<file path="config.mk">
export PLATFORM = sky130hd
export DESIGN_NAME = handshaking_slave
export DESIGN_NICKNAME = d
export VERILOG_FILES = /design/src/rtl/handshaking_slave.sv
export SDC_FILE = /design/constraint.sdc
export NUM_CORES = 1
export LEC_CHECK = 0
export BUFFER_PORTS_ARGS = -buffer_cell sky130_fd_sc_hd__buf_2
export CAP_MARGIN = 15
export CORE_UTILIZATION = 45
export DETAILED_ROUTE_END_ITERATION = 10
export RECOVER_POWER = 100
export SETUP_SLACK_MARGIN = 0.1
export SLEW_MARGIN = 10
export SYNTH_ARGS = -nofsm -noshare
export SYNTH_HDL_FRONTEND = slang
export SYNTH_SLANG_ARGS = --single-unit
</file>
<file path="constraint.sdc">
create_clock -name clk -period 2.25 [get_ports clk]
set_input_delay 0.3375 -clock clk [delete_from_list [all_inputs] [get_ports clk]]
set_output_delay 0.3375 -clock clk [all_outputs]
set_load 0.02 [all_outputs]
</file>
<file path="src/rtl/handshaking_slave.sv">
// handshaking_slave: valid/ready receiver with a first-word-fall-through
// circular buffer and a monitor that flags a master that withdraws or
// changes its word while it is being stalled.
// Optional feature: define HANDSHAKING_SLAVE_COUNT_EN to add the 16-bit
// rx_count output, which counts accepted words and wraps to zero.
module handshaking_slave #(
    parameter int DATA_WIDTH = 8,
    parameter int DEPTH      = 4
) (
    input  logic                   clk,
    input  logic                   rst,
    input  logic [DATA_WIDTH-1:0]  data_in,
    input  logic                   data_valid,
    output logic                   data_ready,
    output logic [DATA_WIDTH-1:0]  data_out,
    output logic                   out_valid,
    input  logic                   out_ready,
    output logic [$clog2(DEPTH):0] fill,
    output logic                   proto_err
`ifdef HANDSHAKING_SLAVE_COUNT_EN
    ,
    output logic [15:0]            rx_count
`endif
);

    localparam int AW = $clog2(DEPTH);
    localparam logic [AW:0] FULL_LEVEL = (AW+1)'(DEPTH);

    typedef enum logic [1:0] {
        IDLE  = 2'd0,
        OFFER = 2'd1,
        STALL = 2'd2
    } masterState_t;

    logic [DATA_WIDTH-1:0] mem_q [DEPTH];
    logic [AW-1:0]         wrPtr_q, wrPtr_d;
    logic [AW-1:0]         rdPtr_q, rdPtr_d;
    logic [AW:0]           fill_q, fill_d;
    masterState_t          state_q, state_d;
    logic [DATA_WIDTH-1:0] held_q, held_d;
    logic                  err_q, err_d;
    logic                  push;
    logic                  pop;

    // Handshake decode and outputs come only from registered state, so
    // data_ready never depends combinationally on data_valid.
    always_comb begin
        data_ready = (fill_q < FULL_LEVEL);
        out_valid  = (fill_q != '0);
        data_out   = out_valid ? mem_q[rdPtr_q] : '0;
        fill       = fill_q;
        proto_err  = err_q;
        push       = data_valid & data_ready;
        pop        = out_valid & out_ready;
    end

    // Pointer and occupancy next-state; a full buffer refuses even if it pops.
    always_comb begin
        wrPtr_d = wrPtr_q;
        rdPtr_d = rdPtr_q;
        fill_d  = fill_q;
        if (push) begin
            wrPtr_d = wrPtr_q + AW'(1);
        end
        if (pop) begin
            rdPtr_d = rdPtr_q + AW'(1);
        end
        if (push && !pop) begin
            fill_d = fill_q + (AW+1)'(1);
        end else if (!push && pop) begin
            fill_d = fill_q - (AW+1)'(1);
        end
    end

    // Master-tracking FSM: a stalled word must stay valid and unchanged.
    always_comb begin
        state_d = state_q;
        held_d  = held_q;
        err_d   = err_q;
        if (state_q == STALL && (!data_valid || data_in != held_q)) begin
            err_d = 1'b1;
        end
        if (!data_valid) begin
            state_d = IDLE;
        end else if (data_ready) begin
            state_d = OFFER;
        end else begin
            state_d = STALL;
            held_d  = data_in;
        end
    end

    // State registers with synchronous active-low reset taking priority.
    always_ff @(posedge clk) begin
        if (!rst) begin
            wrPtr_q <= '0;
            rdPtr_q <= '0;
            fill_q  <= '0;
            state_q <= IDLE;
            held_q  <= '0;
            err_q   <= 1'b0;
        end else begin
            wrPtr_q <= wrPtr_d;
            rdPtr_q <= rdPtr_d;
            fill_q  <= fill_d;
            state_q <= state_d;
            held_q  <= held_d;
            err_q   <= err_d;
        end
    end

    // Buffer storage needs no reset: unread entries are masked by fill.
    always_ff @(posedge clk) begin
        if (rst && push) begin
            mem_q[wrPtr_q] <= data_in;
        end
    end

`ifdef HANDSHAKING_SLAVE_COUNT_EN
    logic [15:0] count_q;

    // Accepted-word counter, wrapping naturally at 16 bits.
    always_ff @(posedge clk) begin
        if (!rst) begin
            count_q <= '0;
        end else if (push) begin
            count_q <= count_q + 16'd1;
        end
    end

    assign rx_count = count_q;
`endif

endmodule

</file>
Yosys cells after proc, flatten, opt, wreduce, memory -nomap -nowiden
Memory sizes are Yosys's and may differ from the RTL's. A register that Yosys moved wholly into a read port is not among the register bits.
Index checks and enable logic that the tools add are counted.
{ "totals": {"elab_cells": 37, "regBits": 18, "mem_bits_rw": 32, "memories": 1} }
{ "mem_list": {"columns": ["name", "words", "word_bits", "read_ports", "rd_ports_with_merged_regs", "wr", "line_no", "rtl"], "rows": [
  ["mem_q", 4, 8, 1, 1, 1, "35", "logic [DATA_WIDTH-1:0] mem_q [DEPTH];"]
]} }
{ "op_classes": {"n_bitwise": 3, "n_lt_le_gt_ge": 1, "n_addsub": 4, "n_mux": 8, "reduce_logical": 12, "eq_ne": 2} }
{ "ops": {"columns": ["op", "count"], "rows": [
  ["$mux 8", 1],
  ["$ne 8x8->1", 1],
  ["$mux 2", 3],
  ["$mux 3", 2],
  ["$add 2x1->2 const B", 2],
  ["$logic_and 1x1->1", 4],
  ["$reduce_and 2->1", 2],
  ["$add 3x1->3 const B", 1],
  ["$logic_not 1->1", 3],
  ["$lt 3x3->1 const B", 1],
  ["$reduce_bool 3->1", 1],
  ["$sub 3x1->3 const B", 1],
  ["$and 1x1->1", 2],
  ["$eq 2x2->1 const B", 1],
  ["$mux 1", 2],
  ["$reduce_bool 2->1", 1],
  ["$logic_or 1x1->1", 1],
  ["$not 1->1", 1]
]} }

Longest topological paths before layout
Gate-level depths: netlist of run 1.
{ "depth": {"word_depth": 6, "mapped_depth": 9, "mapped_depth_nobuf": 7} }

Least setup slack after synthesis of run 1
OpenSTA, ideal clock, no wires.
{ "synth_timing": {"path_type": "register -> register", "start": "register fill_q[2], in the netlist fill[2]", "end": "register fill_q[2], in the netlist fill[2]", "stages_incl_launch_ff": 9, "path_slack_ns": 0.195, "required_time_ns": 2.178, "t_arrival_ns": 1.984, "n_path_buf": 1, "setup_ns": 0.072, "synth_period_minus_slack_ns": 2.055, "path_cell_list": "dfxtp_1 buf_2 o31ai_4 ha_1 inv_1 fa_1 xor2_1 or3_1 a21oi_1"} }
{ "synth_between": {"elab_chain_len": 5, "elab_cells_between_ends": 13, "classes_between": "add/sub (2); order compare (1); mux (2); bitwise (2); reduce/logical (6)"} }
{ "synth_rtl": {"columns": ["item", "line_no", "rtl"], "rows": [
  ["from (decl)", "38", "logic [AW:0] fill_q, fill_d;"],
  ["from (signal assigned)", "105", "fill_q <= fill_d;"],
  ["$lt 3x3->1 / $reduce_bool 3->1 (equally long branches)", "48, 49", null],
  ["$and 1x1->1 (on tied branches)", "53, 54", null],
  ["$logic_not 1->1 (on tied branches)", "70, 68", null],
  ["$logic_and 1x1->1 (on tied branches)", "70, 68", null],
  ["$reduce_bool 2->1 (no line) / $mux 3 (equally long branches)", null, null]
]} }
Parallel ways exist; a longest one is shown, timed or not. The select of a mux whose other input is x is not followed.
A chain may end at the register's enable or synchronous reset.

Worst setup path after layout of run 1
{ "layout_timing": {"start": "register fill_q[0], in the netlist fill[0]", "end": "register fill_q[2], in the netlist fill[2]"} }
Same word-level chain as after synthesis.

==> results by group, run 1 <==
Status
  • Status: finished, final reports clean

Routing
  • # DRC: 0
  • Wirelength per Cell: 15.8 um
  • 1st-iter DRT viols: 31
  • Post-route ant nets: 0
  • Drt first pass iters: 6
  • Via count: 1223
  • Post-Route WL: 3.72 mm
  • DR vias/cell: 5.18

Logic synthesis
  • Post-synth ARST share: 0%
  • Number of flops mapped to enable cells by yosys: 32
  • Yosys reg bits: 52
  • Yosys warning count: 0
  • Avg Inst Size Synth: 14.0 um2
  • Synth Cell Area: 2150 um2
  • Most used DFF post-synth: edfxtp_1
  • Cell variety after synth: 31
  • Post-Syn Nets: 171
  • Register area share after synthesis: 63.4%
  • Post-synthesis cell count: 153

Final layout
  • Layout area overhead: 12.7%
  • Fraction of final layout cells sized beyond drive strength 1: 14.1%
  • Fin cells: 236
  • Final nets: 201
  • # diodes: 0

Clocking
  • CTS tree: built
  • H-Tree Depth: 2
  • Clk buf depth: 2
  • Post-CTS Hold Buffers: 0
  • Total clock sinks: 52
  • Postcts setup bufs: 0
  • Clock slew at the register clock pins of the worst setup and hold paths: 90 ps
  • Clk_lat worst skew: 310 ps
  • Root Driver: clkbuf_8
  • CTS buffer count: 5

STA
  • Crit path time final: 2100 ps
  • RSZ-0062 raised after global routing: false
  • Final Hold Fails: 0
  • # setup viols final: 0
  • Clk_skew: 5.59 ps
  • Worst-Margin Slew: 509 ps
  • Final worst slack: 148 ps
  • Final Cycle Share: 93.4%
  • Setup TNS: 0 ps
  • Slew Limit Headroom: 66.0%
  • Pins over their slew limit: 0
  • Max Freq: 476 MHz
  • Hold slack: 294 ps

Critical path
  • Worst EP arrival: 2320 ps
  • Critical path peak fanout: 6
  • Nature of the critical path startpoint: flip-flop
  • CP Data Required Time: 2470 ps
  • CP Class: reg -> reg
  • Worst setup EP type: flip-flop

Place
  • Number of port buffers: 25
  • Placed insts: 228
  • Placer Congestion: 0.838
  • Final HPWL DP: 2.61 mm
  • Place WS: 189 ps

Pwr
  • P_leak: 0.863 nW
  • VDD IR-drop max: 0.561 mV
  • Power density over the cells: 1090 nW/um2

Die
  • Die W: 71.1 um
  • Die area: 5050 um2
  • Row count: 24
  • Core region area: 4470 um2
  • IO Pins: 26
  • Die Ht: 71.1 um
  • Starting Density: 48.0%

GRT
  • Vias in the first global route: 1198
  • Initial antenna violation count: 0
  • GRT overflow: 0
  • First-pass GRT wire length: 6.27 mm
  • Global Route Usage Sum: 16.6%
  • Largest net degree at the start of global routing: 19

Worst hold path
  • HP Class: in -> reg

Job
  • Max-Cap Viols: 0
-- where the power goes --
group | internal [mW] | switching, mW | total [mW]
combinational | 0.331 | 0.460 | 0.792
clock | 0.335 | 0.306 | 0.641
sequential | 1.12 | 0.0901 | 1.21
total | 1.78 | 0.856 | 2.64
-- final cells by class --
| type | instances | area (um2) |
|---|---|---|
| repair buffers | 30 | 130 |
| clock inverters | 3 | 47.5 |
| multi-input cells | 87 | 718 |
| clock buffers | 5 | 68.8 |
| fillers | 374 | 2060 |
| inverters | 7 | 26.3 |
| well taps | 52 | 65.1 |
| flip-flops and latches | 52 | 1360 |
-- through the flow --
step	instance area (um2)	total power [mW]	utilization (%)
4_1_cts	2450	2.70	54.8
2_1_floorplan	2150	1.82	-
3_3_place_gp	2330	2.04	52.2
3_5_place_dp	2330	2.07	52.2
6_report	2420	2.64	54.0
5_1_grt	2420	2.80	54.0
-- worst paths after layout --
kind                               start                endpoint  slack, ps  cells past startpoint
hold reg to reg   held_q[4]$_SDFFE_PN0P_  held_q[4]$_SDFFE_PN0P_        470                      2
setup / recovery    fill[0]$_SDFFE_PN0P_    fill[2]$_SDFFE_PN0P_        150                      7
setup reg to reg    fill[0]$_SDFFE_PN0P_    fill[2]$_SDFFE_PN0P_        150                      7
hold / removal                       rst   state_q[0]$_SDFF_PN0_        290                      2
-- cell usage after synthesis (all sizes together) (5+ instances only) --
cell     n  area share (%)
a21oi   10             2.3
nor2b    8             2.3
nand2    9             1.6
ha       5             2.9
mux4     8             8.4
buf      5             1.5
xor2    12             4.9
edfxtp  32              45
inv      6             1.0
nor2     8             1.4
nand3    8             1.9
dfxtp   20              19
-- registers in the layout, summed over array words and instances (netlist names), named ones only --
| register | count |
|---|---|
| state_q | 2 |
| mem_q | 32 |
| held_q | 8 |
| fill | 3 |
| rdPtr_q | 2 |
| proto_err | 1 |
| wrPtr_q | 2 |
-- worst max-delay path, cell delays in order, from the launching register on --
cell and delay, ps:
dfxtp_1 410, o31ai_4 290, ha_1 230, inv_1 70
fa_1 380, xor2_1 160, or3_1 310, a21oi_1 170
-- routing by layer --
metal | GRT usage [%] | wire [um] | vias up
met2 | 27.7 | 1840 | 29
met3 | 4.99 | 172 | 4
li1 | - | - | 607
met5 | 0 | 0 | -
met4 | 4.00 | 27 | 0
met1 | 21.6 | 1680 | 583
-- cell families (layout without fill, tap and decap cells) --
logic type	after synthesis	after routing	share of synthesized area [%]
AOI/OAI and AO/OA	14	14	4.37
and+or+nand+nor	44	44	10.6
muxes	10	10	9.33
xor gates and xnor gates	13	13	5.31
DFF	52	52	63.4
adders and majority gates	6	6	3.85
buffers and inverters	14	45	3.09
-- layout by cell type, fill, tap and decap left out, types with 2 or more instances in the layout --
cell type and instances:
a21oi_1 10, and3_1 4, buf_2 5, buf_4 3
clkbuf_1 22, clkbuf_8 5, clkinv_4 2, dfxtp_1 20
edfxtp_1 32, ha_1 5, inv_1 6, mux2i_1 2
mux4_2 8, nand2_1 9, nand3_1 8, nor2_1 8
nor2b_1 8, xor2_1 12
-- repair_timing --
action                                 4_1_cts  5_1_grt
resized for setup                            0        3
endpoints found under the hold margin        0        0
setup endpoints to repair                    0        1
(Power assumes the default switching activity.)
==> run 2, diff against run 1 <==
- CTS_BUF_LIST: default -> sky130_fd_sc_hd__clkbuf_4
- CTS_CLUSTER_SIZE: default -> 14
==> run 2 against run 1 <==
  * Largest cell class unchanged
  * Maximum frequency rose by 1.1%
  * Cell area fell by 1.0%
  * Critical path type unchanged
  * Hold slack got worse by 67 ps
  * Clock-buffer cell count did not move
  * Largest power group unchanged
  * Global-route usage did not move
  * First-iteration DRC count rose by 35%
==> results by group, run 2 (synthesis gave the netlist of run 1 again) <==
Status
  • Status: finished, final reports clean

Worst hold path
  • Hold Path Sink: state_q[0]$_SDFF_PN0_
  • Hold path cells: 2 (unchanged)
  • Hold Crit Start: rst
  • HP Class: in -> reg

STA
  • Worst-Margin Slew: 535 ps (+25.2 ps)
  • Clk_skew: 13.8 ps (+8.22 ps)
  • Setup TNS: 0 ps (unchanged)
  • Max Freq: 481 MHz (+1.1%)
  • # setup viols final: 0 (unchanged)
  • Crit path time final: 2080 ps (-22.0 ps)
  • Final Hold Fails: 0 (unchanged)
  • Pins over their slew limit: 0 (unchanged)
  • Final Cycle Share: 92.4% (-0.98 points)
  • Final worst slack: 170 ps (+22.0 ps)
  • RSZ-0062 raised after global routing: false
  • Slew Limit Headroom: 64.4% (-1.7 points)
  • Hold slack: 228 ps (-67.0 ps)

Final layout
  • Fraction of final layout cells sized beyond drive strength 1: 16.3% (+2.2 points)
  • Layout area overhead: 11.5%
  • Final nets: 201 (unchanged)
  • # diodes: 0 (unchanged)
  • Biggest register: mem_q
  • Max reg flops: 32 (unchanged)
  • Final core occ: 53.5% (-0.56 points)
  • Most common cell after layout, fill and taps aside: edfxtp_1
  • Most frequent cells in the layout: edfxtp_1 (32), clkbuf_1 (20), dfxtp_1 (19), xor2_1 (12), a21oi_1 (10)

Place
  • Final HPWL DP: 2.61 mm (unchanged)
  • Number of port buffers: 25 (unchanged)
  • Placer Congestion: 0.838 (unchanged)
  • Place WS: 189 ps (unchanged)

Routing
  • Post-Route WL: 3.75 mm (+0.83%)
  • DR vias/cell: 5.26 (+1.5%)
  • # DRC: 0 (unchanged)
  • Wirelength per Cell: 15.9 um (+0.83%)
  • 1st-iter DRT viols: 42 (+35%)
  • Drt first pass iters: 6 (unchanged)
  • Via count: 1241 (+1.5%)
  • Post-route ant nets: 0 (unchanged)

Pwr
  • Int Pwr: 1.70 mW (-4.9%)
  • Total design power: 2.54 mW (-3.8%)
  • Register share of total power: 47.6% (+1.9 points)
  • P_leak: 0.855 nW (-0.92%)
  • Net Sw Frac: 33.2% (+0.72 points)
  • VDD IR-drop max: 0.501 mV (-11%)
  • Comb pwr share: 31.5% (+1.5 points)
  • Sw Pwr: 0.842 mW (-1.7%)
  • Power density over the cells: 1060 nW/um2 (-2.8%)
  • Clock power frac: 20.9% (-3.4 points)

Critical path
  • Nature of the critical path startpoint: flip-flop
  • Worst EP arrival: 2370 ps (+50 ps)
  • Worst setup EP type: flip-flop
  • Reg2reg setup slack: 170 ps (+20 ps)
  • CP Class: reg -> reg
  • Critical path peak fanout: 6 (unchanged)
  • Worst r2r path cells: 7 (unchanged)
  • Critical R2R Capture: fill[2]$_SDFFE_PN0P_
  • FF-to-FF Start: fill[2]$_SDFFE_PN0P_
  • CP Data Required Time: 2540 ps (+70 ps)

Clocking
  • CTS buffer count: 5 (unchanged)
  • Post-CTS Hold Buffers: 0 (unchanged)
  • CTS tree: built
  • Postcts setup bufs: 0 (unchanged)
  • Total clock sinks: 52 (unchanged)
  • H-Tree Depth: 2 (unchanged)
  • Clk buf depth: 2 (unchanged)
  • Clk_lat worst skew: 370 ps (+60 ps)
  • Root Driver: clkbuf_4
  • Clock slew at the register clock pins of the worst setup and hold paths: 140 ps (+50 ps)
  • CTS resizes: 0 (unchanged)

Die
  • Core region area: 4470 um2 (unchanged)
  • Die area: 5050 um2 (unchanged)
  • Die W: 71.1 um (unchanged)
  • Row count: 24 (unchanged)
  • Die Ht: 71.1 um (unchanged)
  • IO Pins: 26 (unchanged)
  • Starting Density: 48.0% (unchanged)

GRT
  • GRT overflow: 0 (unchanged)
  • First-pass GRT wire length: 6.28 mm (+0.11%)
  • Largest net degree at the start of global routing: 19 (unchanged)
  • Vias in the first global route: 1193 (-0.42%)
  • Global Route Usage Sum: 16.6% (unchanged)
  • Initial antenna violation count: 0 (unchanged)

Job
  • Max-Cap Viols: 0 (unchanged)
[run 2: changes by cell type in the layout (fill, tap and decap cells not counted)]
cell,delta
dfxtp_2,+1
dfxtp_1,-1
ha_2,+1
clkbuf_1,-2
clkbuf_8,-5
buf_2,+1
ha_1,-1
clkbuf_4,+5
clkbuf_2,+1
[run 2: layer usage]
layer	up-vias	track usage (%)	share of wire (%)
met5	-	0	0
met4	0	4.00	0.96
met3	4	4.99	3.5
met2	27	27.7	50
met1	599	21.6	45
li1	611	-	-
[run 2: stage by stage]
stage                     std cells  instance area (um2)
after floorplan                 153                 2150
after global placement          228                 2330
after detailed placement        228                 2330
after CTS                       236                 2420
after global routing            236                 2390
final                           236                 2390
[run 2: how the worst max path moves through the flow]
stage | startpoint | slack (ps) | endpoint | cells past startpoint
6_report | fill[2]$_SDFFE_PN0P_ | 170 | fill[2]$_SDFFE_PN0P_ | 7
5_1_grt | fill[2]$_SDFFE_PN0P_ | 60 | fill[2]$_SDFFE_PN0P_ | 7
4_1_cts | fill[0]$_SDFFE_PN0P_ | 150 | fill[2]$_SDFFE_PN0P_ | 7
3_5_place_dp | fill[0]$_SDFFE_PN0P_ | 190 | fill[2]$_SDFFE_PN0P_ | 7
3_3_place_gp | fill[0]$_SDFFE_PN0P_ | 310 | fill[2]$_SDFFE_PN0P_ | 7
2_1_floorplan | fill[2]$_SDFFE_PN0P_ | 190 | fill[2]$_SDFFE_PN0P_ | 8
[run 2: area by class of cell]
class	count	area, um2
clock buffers	5	37.5
clock inverters	3	47.5
fillers	376	2080
inverters	7	26.3
multi-input cells	87	721
flip-flops and latches	52	1360
well taps	52	65.1
repair buffers	30	133
[run 2: critical path: stages, from the launching register on]
cell and delay (ps):
dfxtp_1 400, o31ai_4 300, ha_2 230, inv_1 50
fa_1 370, xor2_1 160, or3_1 310, a21oi_1 170
[run 2: power groups by stage]
stage	Combinational, mW	Clock (mW)	Sequential [mW]
floorplan	0.596	0	1.22
global placement	0.816	0	1.22
detailed placement	0.833	0	1.23
CTS	0.836	0.543	1.21
global route	0.894	0.580	1.22
finish	0.800	0.530	1.21
